$ cat src/rtl/scene_pkg.sv
// Shared types and constants for the scene sequencer.
//   scene_state_t : top-level game phase, encoded as seen on scene_state
//   lane_t        : head lane position
//   OFS_W         : width of every layer offset (two's complement)
//   DEF_*         : default values for the scene_sequencer parameters
//   slew_toward   : one bounded step of a value toward a target
package scene_pkg;

  localparam int unsigned OFS_W = 12;

  typedef enum logic [1:0] {
    COUNTDOWN = 2'd0,
    LOGO      = 2'd1,
    SLIDE     = 2'd2,
    RUN       = 2'd3
  } scene_state_t;

  typedef enum logic [1:0] {
    LEFT   = 2'd0,
    CENTER = 2'd1,
    RIGHT  = 2'd2
  } lane_t;

  localparam int unsigned DEF_COUNTDOWN_INIT = 50;
  localparam int          DEF_LOGO_STEP      = 30;
  localparam int          DEF_LOGO_END       = -600;
  localparam int          DEF_HEAD_START     = -170;
  localparam int          DEF_HEAD_STEP      = 17;
  localparam int          DEF_LANE_OFFSET    = 100;
  localparam int          DEF_LANE_STEP      = 25;
  localparam int unsigned DEF_COIN_FRAMES    = 60;
  localparam int          DEF_COIN_H0        = -200;
  localparam int          DEF_COIN_V0        = -40;
  localparam int          DEF_COIN_DV        = 6;

  // Move cur by at most step toward tgt, landing exactly on tgt when closer than step.
  // The difference is taken one bit wider so opposite-sign operands cannot wrap.
  function automatic logic signed [OFS_W-1:0] slew_toward(
    input logic signed [OFS_W-1:0] cur,
    input logic signed [OFS_W-1:0] tgt,
    input logic signed [OFS_W-1:0] step
  );
    logic signed [OFS_W:0] diff;
    logic signed [OFS_W:0] mag;
    diff = $signed({tgt[OFS_W-1], tgt}) - $signed({cur[OFS_W-1], cur});
    mag  = $signed({step[OFS_W-1], step});
    if (diff > mag) begin
      return cur + step;
    end else if (diff < -mag) begin
      return cur - step;
    end else begin
      return tgt;
    end
  endfunction

endpackage

$ cat src/rtl/scene_sequencer_if.sv
// Bundle between the scene sequencer and its surroundings.
//   vsync, btn_left, btn_right  : inputs to the sequencer (timing generator, buttons)
//   frame_tick                  : one-cycle pulse per vsync rising edge
//   scene_state                 : 0=COUNTDOWN 1=LOGO 2=SLIDE 3=RUN
//   *_hoffset / *_voffset       : signed layer offsets
//   coin_visible                : coin layer alpha gate
// slave is the sequencer side, master the driving/observing side.
interface scene_sequencer_if;
  import scene_pkg::*;

  logic                    vsync;
  logic                    btn_left;
  logic                    btn_right;
  logic                    frame_tick;
  logic [1:0]              scene_state;
  logic signed [OFS_W-1:0] logo_voffset;
  logic signed [OFS_W-1:0] head_hoffset;
  logic signed [OFS_W-1:0] head_voffset;
  logic signed [OFS_W-1:0] coin_hoffset;
  logic signed [OFS_W-1:0] coin_voffset;
  logic                    coin_visible;

  modport slave (
    input  vsync, btn_left, btn_right,
    output frame_tick, scene_state, logo_voffset, head_hoffset, head_voffset,
           coin_hoffset, coin_voffset, coin_visible
  );

  modport master (
    output vsync, btn_left, btn_right,
    input  frame_tick, scene_state, logo_voffset, head_hoffset, head_voffset,
           coin_hoffset, coin_voffset, coin_visible
  );

endinterface

$ cat src/rtl/scene_sequencer_button_edge.sv
// Raw button conditioner: two-flop synchronizer followed by a rising-edge detector.
//   CLK100MHZ  : clock
//   CPU_RESETN : synchronous active-low reset
//   btn        : asynchronous raw button
//   rise       : one-cycle pulse per 0->1 transition of the synchronized button
module button_edge (
  input  logic CLK100MHZ,
  input  logic CPU_RESETN,
  input  logic btn,
  output logic rise
);

  logic sync1_q;
  logic sync2_q;
  logic prev_q;

  always_ff @(posedge CLK100MHZ) begin
    if (!CPU_RESETN) begin
      sync1_q <= 1'b0;
      sync2_q <= 1'b0;
      prev_q  <= 1'b0;
    end else begin
      sync1_q <= btn;
      sync2_q <= sync1_q;
      prev_q  <= sync2_q;
    end
  end

  assign rise = sync2_q & ~prev_q;

endmodule

$ cat src/rtl/scene_sequencer.sv
// Frame-rate scene controller. Detects vsync rising edges and, once per frame, steps the
// intro sequence (countdown, logo scroll-out, head slide-in) and then run mode (lane changes
// from the buttons, cyclic coin trajectory). Drives the layer offsets.
//   CLK100MHZ  : the only clock
//   CPU_RESETN : synchronous active-low reset
//   bus        : vsync/button inputs, frame_tick, scene_state, layer offsets, coin_visible
// Every output comes straight from a register.
module scene_sequencer
  import scene_pkg::*;
#(
  parameter int unsigned COUNTDOWN_INIT = DEF_COUNTDOWN_INIT,
  parameter int          LOGO_STEP      = DEF_LOGO_STEP,
  parameter int          LOGO_END       = DEF_LOGO_END,
  parameter int          HEAD_START     = DEF_HEAD_START,
  parameter int          HEAD_STEP      = DEF_HEAD_STEP,
  parameter int          LANE_OFFSET    = DEF_LANE_OFFSET,
  parameter int          LANE_STEP      = DEF_LANE_STEP,
  parameter int unsigned COIN_FRAMES    = DEF_COIN_FRAMES,
  parameter int          COIN_H0        = DEF_COIN_H0,
  parameter int          COIN_V0        = DEF_COIN_V0,
  parameter int          COIN_DV        = DEF_COIN_DV
) (
  input logic              CLK100MHZ,
  input logic              CPU_RESETN,
  scene_sequencer_if.slave bus
);

  localparam int unsigned CNT_W = ($clog2(COUNTDOWN_INIT + 1) > 0) ?
                                  $clog2(COUNTDOWN_INIT + 1) : 1;
  localparam int unsigned PH_W  = ($clog2(COIN_FRAMES) > 0) ? $clog2(COIN_FRAMES) : 1;

  localparam logic [CNT_W-1:0] CNT_INIT = CNT_W'(COUNTDOWN_INIT);
  localparam logic [PH_W-1:0]  PH_LAST  = PH_W'(COIN_FRAMES - 1);

  localparam logic signed [OFS_W-1:0] LOGO_STEP_S   = OFS_W'(LOGO_STEP);
  localparam logic signed [OFS_W-1:0] LOGO_END_S    = OFS_W'(LOGO_END);
  localparam logic signed [OFS_W-1:0] HEAD_START_S  = OFS_W'(HEAD_START);
  localparam logic signed [OFS_W-1:0] HEAD_STEP_S   = OFS_W'(HEAD_STEP);
  localparam logic signed [OFS_W-1:0] LANE_OFFSET_S = OFS_W'(LANE_OFFSET);
  localparam logic signed [OFS_W-1:0] LANE_STEP_S   = OFS_W'(LANE_STEP);
  localparam logic signed [OFS_W-1:0] COIN_H0_S     = OFS_W'(COIN_H0);
  localparam logic signed [OFS_W-1:0] COIN_V0_S     = OFS_W'(COIN_V0);
  localparam logic signed [OFS_W-1:0] COIN_DV_S     = OFS_W'(COIN_DV);

  // Frame tick detection
  logic vs_q;
  logic tick;
  logic frame_tick_q;

  // vs_q resets high so a vsync already high at reset release is not a tick.
  assign tick = bus.vsync & ~vs_q;

  // Button edges
  logic edge_l;
  logic edge_r;

  button_edge u_btn_left (
    .CLK100MHZ  (CLK100MHZ),
    .CPU_RESETN (CPU_RESETN),
    .btn        (bus.btn_left),
    .rise       (edge_l)
  );

  button_edge u_btn_right (
    .CLK100MHZ  (CLK100MHZ),
    .CPU_RESETN (CPU_RESETN),
    .btn        (bus.btn_right),
    .rise       (edge_r)
  );

  // Scene FSM
  scene_state_t     state_q, state_d;
  logic [CNT_W-1:0] cnt_q, cnt_d;

  // Datapath
  logic signed [OFS_W-1:0] logo_q, logo_d;
  logic signed [OFS_W-1:0] head_v_q, head_v_d;
  logic signed [OFS_W-1:0] head_h_q, head_h_d;
  lane_t                   lane_q, lane_d;
  logic                    pend_l_q, pend_l_d;
  logic                    pend_r_q, pend_r_d;
  logic [PH_W-1:0]         phase_q, phase_d;
  logic signed [OFS_W-1:0] coin_h_q, coin_h_d;
  logic signed [OFS_W-1:0] coin_v_q, coin_v_d;
  logic                    vis_q, vis_d;

  logic signed [OFS_W-1:0] logo_step;
  logic signed [OFS_W-1:0] head_step;
  logic signed [OFS_W-1:0] lane_tgt;
  logic signed [OFS_W-1:0] ph_ext;

  assign logo_step = logo_q - LOGO_STEP_S;
  assign head_step = head_v_q + HEAD_STEP_S;

  // State register
  always_ff @(posedge CLK100MHZ) begin
    if (!CPU_RESETN) begin
      state_q <= COUNTDOWN;
      cnt_q   <= CNT_INIT;
    end else begin
      state_q <= state_d;
      cnt_q   <= cnt_d;
    end
  end

  // Next-state logic
  always_comb begin
    state_d = state_q;
    cnt_d   = cnt_q;
    if (tick) begin
      unique case (state_q)
        COUNTDOWN: begin
          if (cnt_q != '0) begin
            cnt_d = cnt_q - 1'b1;
          end else begin
            state_d = LOGO;
          end
        end
        LOGO: begin
          if (logo_step <= LOGO_END_S) state_d = SLIDE;
        end
        SLIDE: begin
          if (!head_step[OFS_W-1]) state_d = RUN;
        end
        RUN: begin
          state_d = RUN;
        end
        default: state_d = COUNTDOWN;
      endcase
    end
  end

  // Output / datapath next values
  always_comb begin
    logo_d   = logo_q;
    head_v_d = head_v_q;
    head_h_d = head_h_q;
    lane_d   = lane_q;
    phase_d  = phase_q;
    lane_tgt = '0;

    // Requests only accumulate in RUN. On a tick the old flags are consumed and an edge on
    // that same clock becomes the only pending request for the next tick.
    if (state_q == RUN) begin
      if (tick) begin
        pend_l_d = edge_l;
        pend_r_d = edge_r;
      end else begin
        pend_l_d = pend_l_q | edge_l;
        pend_r_d = pend_r_q | edge_r;
      end
    end else begin
      pend_l_d = 1'b0;
      pend_r_d = 1'b0;
    end

    if (tick) begin
      unique case (state_q)
        LOGO: begin
          logo_d = (logo_step <= LOGO_END_S) ? LOGO_END_S : logo_step;
        end
        SLIDE: begin
          head_v_d = head_step[OFS_W-1] ? head_step : '0;
        end
        RUN: begin
          if (pend_l_q && !pend_r_q) begin
            lane_d = (lane_q == RIGHT) ? CENTER : LEFT;
          end else if (pend_r_q && !pend_l_q) begin
            lane_d = (lane_q == LEFT) ? CENTER : RIGHT;
          end
          unique case (lane_d)
            LEFT:    lane_tgt = LANE_OFFSET_S;
            RIGHT:   lane_tgt = -LANE_OFFSET_S;
            default: lane_tgt = '0;
          endcase
          head_h_d = slew_toward(head_h_q, lane_tgt, LANE_STEP_S);
          phase_d  = (phase_q == PH_LAST) ? '0 : phase_q + 1'b1;
        end
        default: ;
      endcase
    end

    ph_ext   = signed'(OFS_W'(phase_d));
    coin_h_d = COIN_H0_S + ph_ext;
    coin_v_d = COIN_V0_S - COIN_DV_S * ph_ext;
    vis_d    = (state_d == RUN);
  end

  // Datapath registers
  always_ff @(posedge CLK100MHZ) begin
    if (!CPU_RESETN) begin
      vs_q         <= 1'b1;
      frame_tick_q <= 1'b0;
      logo_q       <= '0;
      head_v_q     <= HEAD_START_S;
      head_h_q     <= '0;
      lane_q       <= CENTER;
      pend_l_q     <= 1'b0;
      pend_r_q     <= 1'b0;
      phase_q      <= '0;
      coin_h_q     <= COIN_H0_S;
      coin_v_q     <= COIN_V0_S;
      vis_q        <= 1'b0;
    end else begin
      vs_q         <= bus.vsync;
      frame_tick_q <= tick;
      logo_q       <= logo_d;
      head_v_q     <= head_v_d;
      head_h_q     <= head_h_d;
      lane_q       <= lane_d;
      pend_l_q     <= pend_l_d;
      pend_r_q     <= pend_r_d;
      phase_q      <= phase_d;
      coin_h_q     <= coin_h_d;
      coin_v_q     <= coin_v_d;
      vis_q        <= vis_d;
    end
  end

  assign bus.frame_tick   = frame_tick_q;
  assign bus.scene_state  = state_q;
  assign bus.logo_voffset = logo_q;
  assign bus.head_voffset = head_v_q;
  assign bus.head_hoffset = head_h_q;
  assign bus.coin_hoffset = coin_h_q;
  assign bus.coin_voffset = coin_v_q;
  assign bus.coin_visible = vis_q;

endmodule

$ cat src/flat_wrapper.sv
// flat-port wrapper written by rule: the top's interface ports become plain ports
module scene_sequencer_flat import scene_pkg::*;
#(
  parameter int unsigned COUNTDOWN_INIT = DEF_COUNTDOWN_INIT,
  parameter int          LOGO_STEP      = DEF_LOGO_STEP,
  parameter int          LOGO_END       = DEF_LOGO_END,
  parameter int          HEAD_START     = DEF_HEAD_START,
  parameter int          HEAD_STEP      = DEF_HEAD_STEP,
  parameter int          LANE_OFFSET    = DEF_LANE_OFFSET,
  parameter int          LANE_STEP      = DEF_LANE_STEP,
  parameter int unsigned COIN_FRAMES    = DEF_COIN_FRAMES,
  parameter int          COIN_H0        = DEF_COIN_H0,
  parameter int          COIN_V0        = DEF_COIN_V0,
  parameter int          COIN_DV        = DEF_COIN_DV
)
  (CLK100MHZ, CPU_RESETN, bus_vsync, bus_btn_left, bus_btn_right, bus_frame_tick, bus_scene_state, bus_logo_voffset, bus_head_hoffset, bus_head_voffset, bus_coin_hoffset, bus_coin_voffset, bus_coin_visible);
  scene_sequencer_if bus_i ();
  input logic CLK100MHZ;
  input logic CPU_RESETN;
  input wire logic [$bits(bus_i.vsync)-1:0] bus_vsync;
  input wire logic [$bits(bus_i.btn_left)-1:0] bus_btn_left;
  input wire logic [$bits(bus_i.btn_right)-1:0] bus_btn_right;
  output wire logic [$bits(bus_i.frame_tick)-1:0] bus_frame_tick;
  output wire logic [$bits(bus_i.scene_state)-1:0] bus_scene_state;
  output wire logic [$bits(bus_i.logo_voffset)-1:0] bus_logo_voffset;
  output wire logic [$bits(bus_i.head_hoffset)-1:0] bus_head_hoffset;
  output wire logic [$bits(bus_i.head_voffset)-1:0] bus_head_voffset;
  output wire logic [$bits(bus_i.coin_hoffset)-1:0] bus_coin_hoffset;
  output wire logic [$bits(bus_i.coin_voffset)-1:0] bus_coin_voffset;
  output wire logic [$bits(bus_i.coin_visible)-1:0] bus_coin_visible;
  assign bus_i.vsync = bus_vsync;
  assign bus_i.btn_left = bus_btn_left;
  assign bus_i.btn_right = bus_btn_right;
  assign bus_frame_tick = bus_i.frame_tick;
  assign bus_scene_state = bus_i.scene_state;
  assign bus_logo_voffset = bus_i.logo_voffset;
  assign bus_head_hoffset = bus_i.head_hoffset;
  assign bus_head_voffset = bus_i.head_voffset;
  assign bus_coin_hoffset = bus_i.coin_hoffset;
  assign bus_coin_voffset = bus_i.coin_voffset;
  assign bus_coin_visible = bus_i.coin_visible;
  scene_sequencer #(.COUNTDOWN_INIT(COUNTDOWN_INIT), .LOGO_STEP(LOGO_STEP), .LOGO_END(LOGO_END), .HEAD_START(HEAD_START), .HEAD_STEP(HEAD_STEP), .LANE_OFFSET(LANE_OFFSET), .LANE_STEP(LANE_STEP), .COIN_FRAMES(COIN_FRAMES), .COIN_H0(COIN_H0), .COIN_V0(COIN_V0), .COIN_DV(COIN_DV)) u_core (.CLK100MHZ(CLK100MHZ), .CPU_RESETN(CPU_RESETN), .bus(bus_i));
endmodule
$ cat config.mk
export PLATFORM = sky130hd
export DESIGN_NAME = scene_sequencer_flat
export DESIGN_NICKNAME = d
export VERILOG_FILES = /design/src/rtl/scene_pkg.sv /design/src/rtl/scene_sequencer_if.sv /design/src/rtl/scene_sequencer_button_edge.sv /design/src/rtl/scene_sequencer.sv /design/src/flat_wrapper.sv
export SDC_FILE = /design/constraint.sdc
export NUM_CORES = 1
export LEC_CHECK = 0
export ABC_CLOCK_PERIOD_IN_PS = 6000
export CAP_MARGIN = 10
export CORE_ASPECT_RATIO = 1.2
export CORE_UTILIZATION = 48
export DETAILED_ROUTE_END_ITERATION = 6
export PLACE_DENSITY = 0.71
export REMOVE_ABC_BUFFERS = 1
export SETUP_SLACK_MARGIN = 0.15
export SLEW_MARGIN = 30
export SYNTH_ARGS = -nofsm -noshare
export SYNTH_HDL_FRONTEND = slang
export SYNTH_SLANG_ARGS = --single-unit
$ cat constraint.sdc
create_clock -name CLK100MHZ -period 6 [get_ports CLK100MHZ]
set_clock_uncertainty 0.2 [all_clocks]
set_input_delay 1.2 -clock CLK100MHZ [delete_from_list [all_inputs] [get_ports CLK100MHZ]]
set_output_delay 1.2 -clock CLK100MHZ [all_outputs]
set_load 0.02 [all_outputs]
# Yosys cells after proc, flatten, opt, wreduce, memory -nomap -nowiden
# Index checks and enable logic that the tools add are counted.
word_totals:
  ff_bits: 87
  latchBits: 0
  mem_bits_rw: 0
  mem_bits_ro: 0
  in_bits: 5
  output_inout_bits: 64
  word_cells: 84
  n_memories: 0
op_classes:
  n_addsub: 9
  n_mul: 1
  n_div: 0
  magnitude_cmp: 3
  eq_ne: 7
  shift: 0
  mux: 23
  n_bitwise: 8
  n_reduce_logical: 13
ops:
  columns: ["cell", "count"]
  rows:
  - ["12-bit two-way mux", 6]
  - ["12-bit by 6-bit adder with 12-bit output (second input constant)", 2]
  - ["12-bit one-hot mux with 2 select lines", 1]
  - ["12-bit by 6-bit subtractor with 12-bit output (second input constant)", 2]
  - ["2-bit two-way mux", 9]
  - ["6-bit two-way mux", 3]
  - ["13-bit by 6-bit greater-than comparator with 1-bit output (second input constant)", 1]
  - ["13-bit by 6-bit < comparator with 1-bit output (second input constant)", 1]
  - ["12-bit by 12-bit subtractor with 13-bit output", 1]
  - ["12-bit by 11-bit <= comparator with 1-bit output (second input constant)", 1]
  - ["7-bit by 12-bit subtractor with 12-bit output (first input constant)", 1]
  - ["9-bit by 7-bit adder with 10-bit output (first input constant)", 1]
  - ["2-bit == test (second input constant)", 5]
  - ["2-bit by 6-bit multiplier with 8-bit output (first input constant)", 1]
  - ["2-bit one-hot mux with 4 select lines", 1]
  - ["2-bit AND reduction", 4]
  - ["6-bit by 1-bit adder with 6-bit output (second input constant)", 1]
  - ["6-bit == test (second input constant)", 1]
  - ["2-bit logical NOT", 3]
  - ["6-bit nonzero test", 1]
  - ["6-bit by 1-bit subtractor with 6-bit output (second input constant)", 1]
  - ["1-bit bitwise AND", 3]
  - ["1-bit two-way mux", 3]
  - ["1-bit inverter", 3]
  - ["5 further kinds", 8]

# Depth between registers and ports, before layout
depth:
  ltp_word: 14
  depth_mapped: 16
  depth_no_buf: 13

# Cells and area by module
# From an unflattened synthesis, not the netlist that was laid out.
hier_totals:
  hier_cells: 614
  area_unflattened_um2: 4938.5
modules_own_cells:
  columns: ["mod", "n_inst", "cells_each", "area_per_inst_um2", "seq_area_each_um2"]
  rows:
  - ["scene_sequencer", 1, 600, 4753.3, 1361.3]
  - ["button_edge", 2, 7, 92.6, 60.1]

# Least setup slack after synthesis
# No wires, ideal clock.
synth_path:
  path_kind: "input-to-reg"
  start: "in bus_vsync"
  end: "reg u_core.coin_v_q[7] (netlist: u_core.bus.coin_voffset[7])"
  setup_ns: 0.129
  t_arrival_ns: 3.807
  required_ns: 5.671
  slack_ns: 1.864
  cell_stages: 13
  path_buffers: 2
  path_cell_list: "and4b_1 -> clkbuf_1 -> clkbuf_1 -> mux2i_1 -> inv_1 -> ha_1 -> inv_1 -> fa_1 -> nor3_1 -> nor2_1 -> nor2_1 -> xor2_1 -> nand2_1"
synth_via:
  elab_chain_len: 4
synth_rtl:
  columns: ["element", "line_no", "source"]
  rows:
  - ["from (decl)", "flat_wrapper.sv:20", "input wire logic [$bits(bus_i.vsync)-1:0] bus_vsync;"]
  - ["1-bit bitwise AND", "scene_sequencer.sv:51", "assign tick = bus.vsync & ~vs_q;"]
  - ["6-bit two-way mux", "scene_sequencer.sv:157", "if (tick) begin"]
  - ["2-bit by 6-bit multiplier with 8-bit output", "scene_sequencer.sv:185", "coin_v_d = COIN_V0_S - COIN_DV_S * ph_ext;"]
  - ["7-bit by 12-bit subtractor with 12-bit output", "scene_sequencer.sv:185", null]
  - ["to (signal assigned)", "scene_sequencer.sv:215", "coin_v_q <= coin_v_d;"]
  - ["to (decl)", "scene_sequencer.sv:84", "logic signed [OFS_W-1:0] coin_v_q, coin_v_d;"]
# No other way between the ends.
# A chain may end at the register's enable or synchronous reset.

# Worst setup path after layout
layout_path:
  start: "reg u_core.pend_r_q"
  end: "reg u_core.head_h_q[7] (netlist: u_core.bus.head_hoffset[7])"
layout_via:
  elab_chain_len: 13
layout_rtl:
  columns: ["element", "line_no", "source"]
  rows:
  - ["from (decl)", "scene_sequencer.sv:81", "logic pend_r_q, pend_r_d;"]
  - ["from (signal assigned)", "scene_sequencer.sv:212", "pend_r_q <= pend_r_d;"]
  - ["1-bit logical AND or 1-bit logical NOT (tied branches)", "scene_sequencer.sv:168, scene_sequencer.sv:166", null]
  - ["2-bit two-way mux or 1-bit logical AND (tied branches)", "scene_sequencer.sv:168, scene_sequencer.sv:166", null]
  - ["2-bit two-way mux *", "scene_sequencer.sv:166", "if (pend_l_q && !pend_r_q) begin"]
  - ["2-bit two-way mux *", "scene_sequencer.sv:158", "unique case (state_q)"]
  - ["2-bit two-way mux *", "scene_sequencer.sv:157", null]
  - ["2-bit == test or 2-bit logical NOT (tied branches)", "scene_sequencer.sv:171", "unique case (lane_d)"]
  - ["12-bit one-hot mux with 2 select lines *", "scene_sequencer.sv:171", null]
  - ["12-bit two-way mux *", "scene_sequencer.sv:158", null]
  - ["12-bit two-way mux *", "scene_sequencer.sv:157", null]
  - ["12-bit by 12-bit subtractor with 13-bit output", "scene_pkg.sv:45", "diff = $signed({tgt[OFS_W-1], tgt}) - $signed({cur[OFS_W-1], cur});"]
  - ["13-bit by 6-bit < comparator with 1-bit output", "scene_pkg.sv:49", "end else if (diff < -mag) begin"]
  - ["12-bit two-way mux", "scene_pkg.sv:49", null]
  - ["12-bit two-way mux *", "scene_pkg.sv:47", "if (diff > mag) begin"]
  - ["to (signal assigned)", "scene_sequencer.sv:209", "head_h_q <= head_h_d;"]
  - ["to (decl)", "scene_sequencer.sv:78", "logic signed [OFS_W-1:0] head_h_q, head_h_d;"]
# Every way passes the cells marked *; elsewhere a longest branch is shown, timed or not. The select of a mux whose other input is x is not followed.

==> impl_metrics.env <==
export IMPL_cts_clk_slew_worst_paths_ns=0.06
export IMPL_rows=40
export IMPL_max_freq_mhz=228
export IMPL_p_leak_nw=2.33
export IMPL_final_area_sq_um=5870
export IMPL_area_growth_pct=19.1
export IMPL_post_dp_cell_area_sq_um=5530
export IMPL_wirelength_met1_um=5210
export IMPL_n_antenna_cell=0
export IMPL_dieArea_sq_um=10700
export IMPL_period_minus_slack_ns=4.38
export IMPL_ys_ff_latch=73
export IMPL_grt_first_pass_wirelength_um=19200
export IMPL_worstSkewPairLatency_ns=0.34
export IMPL_die_x_um=94.5
export IMPL_cts_resized=0
export IMPL_max_clock_path_buffers=2
export IMPL_met3WireLength_um=524
export IMPL_via_per_inst=5.70
export IMPL_highest_layer="met4"
export IMPL_ys_types=80
export IMPL_synth_ff_type="dfxtp_1"
export IMPL_wl_met2_um=5560
export IMPL_syn_area_sq_um=4930
export IMPL_synth_edf_count=0
export IMPL_cts_root_buffer="clkbuf_16"
export IMPL_drt_total_wl_um=11500
export IMPL_synthArstFlopShare=0
export IMPL_clock_sinks=73
export IMPL_path_max_fanout=15
export IMPL_setup_viol=0
export IMPL_fin_util=0.587
export IMPL_drt_iter0_markers=180
export IMPL_synth_cells=613
export IMPL_firstDrtPassIters=4
export IMPL_layout_drive_gt1_share=0.0559
export IMPL_nets=691
export IMPL_ir_drop_v=0.000224
export IMPL_rsz0062_at_grt="no"
export IMPL_power_density_nw_per_um2=192
export IMPL_ctsHoldBuffers=0
export IMPL_initial_core_util=0.492
export IMPL_ys_seq_area_frac=0.297
export IMPL_ant_nets=0
export IMPL_final_period_utilization=0.731
export IMPL_tightest_slew_ns=0.946
export IMPL_cts_htree_levels=3
export IMPL_cap_violations=0
export IMPL_cp_end_kind="flip-flop"
export IMPL_max_slew_margin=0.369
export IMPL_core_sq_um=10000
export IMPL_grt_overflow=0
export IMPL_cts_setup_buffers=0
export IMPL_cp_start_kind="flip-flop"
export IMPL_grt_pass1_vias=4167
export IMPL_gr_usage_all_layers=0.222
export IMPL_cts_buffers=9
export IMPL_status="completed"
export IMPL_via_count=4490
export IMPL_globalplace_congestion=0.867
export IMPL_wl_per_cell_um=14.6
export IMPL_drc=0
export IMPL_tritoncts="done"
export IMPL_yosysWarnings=0
export IMPL_worstPathArrival_ns=4.44
export IMPL_die_y_um=113
export IMPL_ios=69
export IMPL_grt_max_degree=42
export IMPL_postSynthAreaPerCell_sq_um=8.04
export IMPL_port_buffers=59
export IMPL_finalSetupTns_ns=0
export IMPL_slowest_delay_ns=0.70
export IMPL_crit_type="reg -> reg"
export IMPL_hpwl_um=8080
export IMPL_hold_violations=0
export IMPL_slew_viol_final=0
export IMPL_grt_antenna_before_repair=0
export IMPL_hp_class="reg -> reg"
export IMPL_slowest_stage="a41oi_2"
export IMPL_required_ns=6.06
export IMPL_path_cells="nor2b_1 -> mux2_2 -> o21ai_0 -> ha_1 -> a32o_2 -> o31a_1 -> a22oi_1 -> a21oi_1 -> a41oi_2 -> o2111ai_1 -> o211ai_1"
critical path, delay by kind of cell (launching register included):
family | cells | cell delay, ns
AOI/OAI and AO/OA | 8 | 2.98
adders and majority gates | 1 | 0.37
and+or+nand+nor | 1 | 0.17
muxes | 1 | 0.27
DFF | 1 | 0.33
state kept, by name, indices dropped and copies added, names as in the netlist, 2 cells and up:
name,count
u_core.bus.coin_hoffset,4
u_core.bus.coin_voffset,8
u_core.bus.head_hoffset,12
u_core.bus.head_voffset,12
u_core.bus.logo_voffset,11
u_core.bus.scene_state,2
u_core.cnt_q,6
u_core.lane_q,2
u_core.phase_q,5
cell families (layout without fill, tap and decap cells):
kind of cell	Yosys count	count (layout)	synth area share
muxes	10	10	0.0208
and+or+nand+nor	238	238	0.252
buffers and inverters	72	114	0.0670
adders and majority gates	29	29	0.0752
AOI/OAI and AO/OA	148	148	0.214
DFF	73	73	0.297
xor gates and xnor gates	41	41	0.0729
other	2	9	0.00152
per-stage QoR:
stage | total power, mW | hold slack, ns | setup slack, ns | instances
6_report | 1.13 | 0.234 | 1.62 | 788
5_1_grt | 1.16 | 0.261 | 1.30 | 788
4_1_cts | 1.14 | 0.237 | 1.62 | 788
3_5_place_dp | 0.526 | 0.220 | 1.32 | 772
3_3_place_gp | 0.525 | 0.216 | 1.43 | 772
2_1_floorplan | 0.514 | 0.212 | 1.92 | 584
layout by cell type (no fill, tap or decap), types with 4 or more instances in the layout:
master	netlist	routed
o21ai_1	4	4
o311ai_0	7	7
ha_1	28	28
and2_1	15	15
dfxtp_1	73	73
a211oi_1	4	4
o21ai_0	29	29
nand4_1	9	9
o22ai_1	5	5
xnor2_1	25	25
conb_1	2	9
nor4_1	4	4
a22oi_1	4	4
a21o_1	5	5
nor2b_1	9	9
mux2i_1	8	8
nor2_1	54	54
nor3_1	17	16
xor2_1	16	16
or4_1	5	5
and3_1	15	15
clkbuf_16	0	9
clkdlybuf4s50_1	0	59
or3_1	6	6
nand2_1	56	56
o211ai_1	9	9
a21oi_1	29	29
nand2b_1	10	10
a31oi_1	7	7
inv_1	36	35
o21a_1	5	5
nand3_1	17	17
cell type report:
| type | instances | area (sq um) |
|---|---|---|
| fillers | 933 | 4140 |
| well taps | 126 | 158 |
| clock buffers | 11 | 233 |
| repair buffers | 62 | 613 |
| multi-input cells | 475 | 3170 |
| inverters | 36 | 135 |
| flip-flops and latches | 73 | 1460 |
| clock inverters | 5 | 104 |
power by group:
part | switching, mW | internal (mW)
clock network | 0.205 | 0.406
logic | 0.0187 | 0.00754
registers | 0.00131 | 0.488
cells in the mapped netlist (8+ instances only):
cell type / count / area [sq um]
nor2b_1: 9 / 56.3
clkbuf_1: 18 / 67.6
a21oi_1: 29 / 145
nor3_1: 17 / 85.1
and2_1: 15 / 93.8
dfxtp_1: 73 / 1460
mux2i_1: 8 / 80.1
ha_1: 28 / 350
buf_4: 14 / 105
o21ai_0: 29 / 145
nor2_1: 54 / 203
o211ai_1: 9 / 67.6
xnor2_1: 25 / 219
xor2_1: 16 / 140
inv_1: 36 / 135
nand2b_1: 10 / 62.6
nand2_1: 56 / 210
nand3_1: 17 / 85.1
and3_1: 15 / 93.8
nand4_1: 9 / 56.3
worst paths after layout:
| kind | from | endpoint | cells past startpoint | slack [ns] |
|---|---|---|---|---|
| min | u_core.u_btn_left.sync1_q$_SDFF_PN0_ | u_core.u_btn_left.sync2_q$_SDFF_PN0_ | 1 | 0.23 |
| min reg2reg | u_core.u_btn_left.sync1_q$_SDFF_PN0_ | u_core.u_btn_left.sync2_q$_SDFF_PN0_ | 1 | 0.23 |
| max | u_core.pend_r_q$_SDFF_PN0_ | u_core.bus.head_hoffset[7]$_SDFFE_PN0P_ | 11 | 1.62 |
| max reg2reg | u_core.pend_r_q$_SDFF_PN0_ | u_core.bus.head_hoffset[7]$_SDFFE_PN0P_ | 11 | 1.62 |
routing by layer:
layer | vias up | track usage
met2 | 115 | 0.380
met5 | - | 0
met4 | 0 | 0.0879
met1 | 2093 | 0.272
met3 | 12 | 0.0437
li1 | 2270 | -
(Power assumes the default switching activity.)
==> variant (config.mk and constraints unchanged) <==
Change the package constant `DEF_COIN_FRAMES` from 60 to 90.
--- a/src/rtl/scene_pkg.sv
+++ b/src/rtl/scene_pkg.sv
@@ -29,5 +29,5 @@
   localparam int          DEF_LANE_OFFSET    = 100;
   localparam int          DEF_LANE_STEP      = 25;
-  localparam int unsigned DEF_COIN_FRAMES    = 60;
+  localparam int unsigned DEF_COIN_FRAMES    = 90;
   localparam int          DEF_COIN_H0        = -200;
   localparam int          DEF_COIN_V0        = -40;
Formal check against the unedited RTL: no difference found for any inputs over 10 cycles, from zero or initial values and one cycle with CPU_RESETN low; that may be too few to reach the edited logic, so the function may still have changed.
==> variant against the unedited design <==
Cell area rose by 3.0%; synthesized area increased by 4.0%; critical path depth is 6 higher; wire length rose by 5.2%; sequential cell count up 4; worst hold slack got worse by 0.0011 ns; setup slack got worse by 0.69 ns; critical path type is now in2reg; die area rose by 3.9%; power fell by 3.3%.
==> variant: results (changes against the unedited design) <==
* Hold Crit Class: reg2reg (unchanged)
* Setup slack after layout at 0.921 ns (was 1.62 ns)
* 1st-iter DRT viols at 288 (was 180)
* Post-DP HPWL at 8.59 mm (was 8.08 mm)
* PortBufs at 61 (was 59)
* Routability cong. at 0.847 (was 0.867)
* DP Worst Slack at 0.637 ns (was 1.32 ns)
* Worst vdd ir at 126 uV (was 224 uV)
* Root Driver: clkbuf_16 (unchanged)
* Largest net degree at the start of global routing at 50 (was 42)
* Endpoints failing setup at 0 (unchanged)
* CP Data Arrival Time at 5.15 ns (was 4.44 ns)
* Hold WS at 0.233 ns (was 0.234 ns)
* Placed Instances at 829 (was 772)
* Library cells used by synthesis at 70 (was 80)
* Crit path max-delay family: compound AO/OA/AOI/OAI gates (unchanged)
* CP startpoint: bus_vsync (was u_core.pend_r_q)
* Post-synthesis sequential area ratio at 0.301 (was 0.297)
* Cell Area, Placed at 5750 sq um (was 5530 sq um)
* Largest cells by area after synthesis: dfxtp_1 30%, ha_1 7.6%, nor2_1 5.6% (was dfxtp_1 30%, ha_1 7.1%, xnor2_1 4.4%)
* Post-CTS sizing at 0 (unchanged)
* Nets at 751 (was 691)
* Initial antenna violation count at 0 (unchanged)
* Cell depth of the worst flop-to-flop path at 14 (was 11)
* Switch Pwr at 0.000233 W (was 0.000225 W)
* Syn avg cell area at 7.64 sq um (was 8.04 sq um)
* GRT Util Overall at 0.228 (was 0.222)
* Vias in the first global route at 4547 (was 4167)
* Async SR Flop Fraction at 0 (unchanged)
* Synth Warn # at 0 (unchanged)
* Worst R2R End: u_core.bus.head_hoffset[3] (was u_core.bus.head_hoffset[7])
* WL per Instance at 14.3 microns (was 14.6 microns)
* R2R Setup Slk at 1.70 ns (was 1.62 ns)
* Post-synth top cells: 77 x dfxtp_1, 76 x nor2_1, 69 x nand2_1 (was 73 x dfxtp_1, 56 x nand2_1, 54 x nor2_1)
* Slew @ Worst Pin at 0.982 ns (was 0.946 ns)
* DR pass1 iterations at 7 (was 4)
* Leakage power at 2.40 nW (was 2.33 nW)
* Vias at 4868 (was 4490)
* Non-Filler Instances at 845 (was 788)
* Maximum fanout along the worst path at 11 (was 15)
* Crit path largest cell delay at 0.50 ns (was 0.70 ns)
* Post-CTS Setup Bufs at 0 (unchanged)
* Antenna diode count at 0 (unchanged)
* Status: finished, final reports clean (unchanged)
* Fraction of layout cells with a size suffix above 1 at 0.0515 (was 0.0559)
* First-pass GRT wire length at 20.4 mm (was 19.2 mm)
* Slowest cell on the critical path: clkdlybuf4s50_1 (was a41oi_2)
variant: logic make-up after synthesis:
family / Yosys count / share of synthesized area
simple gates: 266 / 0.256
compound gates: 175 / 0.222
buf+inv: 79 / 0.0698
flops: 77 / 0.301
xor+xnor: 33 / 0.0564
fa+ha+maj: 32 / 0.0796
mux: 7 / 0.0144
other cells: 2 / 0.00147
variant: how the worst max path moves through the flow:
| stage | to | depth (start not counted) |
|---|---|---|
| after floorplan | u_core.bus.coin_voffset[10] | 14 |
| after global placement | u_core.bus.coin_voffset[10] | 12 |
| after detailed placement | u_core.bus.coin_voffset[10] | 14 |
| after CTS | u_core.bus.coin_voffset[9] | 17 |
| after global routing | u_core.bus.coin_voffset[9] | 17 |
| final | u_core.bus.coin_voffset[9] | 17 |
variant: routing by layer:
metal | share of wire | wire (microns) | up-vias | track usage
met5 | 0 | 0 | - | 0
met4 | 0.016 | 192 | 0 | 0.0696
met3 | 0.054 | 652 | 17 | 0.0364
met2 | 0.48 | 5770 | 143 | 0.383
met1 | 0.45 | 5470 | 2259 | 0.299
li1 | - | - | 2449 | -
variant: power by group through the flow:
stage / combinational [W] / sequential (W) / clock [W]
after global routing: 0.0000284 / 0.000516 / 0.000580
after CTS: 0.0000259 / 0.000516 / 0.000557
after global placement: 0.0000250 / 0.000527 / 0
after detailed placement: 0.0000260 / 0.000527 / 0
after floorplan: 0.0000127 / 0.000527 / 0
final: 0.0000259 / 0.000516 / 0.000548
variant: area by class of cell:
cell class | count | area [sq um]
clock inverters | 5 | 57.6
multi-input cells | 520 | 3240
fillers | 979 | 4160
flip-flops and latches | 77 | 1540
clock buffers | 11 | 243
inverters | 39 | 146
repair buffers | 67 | 656
well taps | 126 | 158
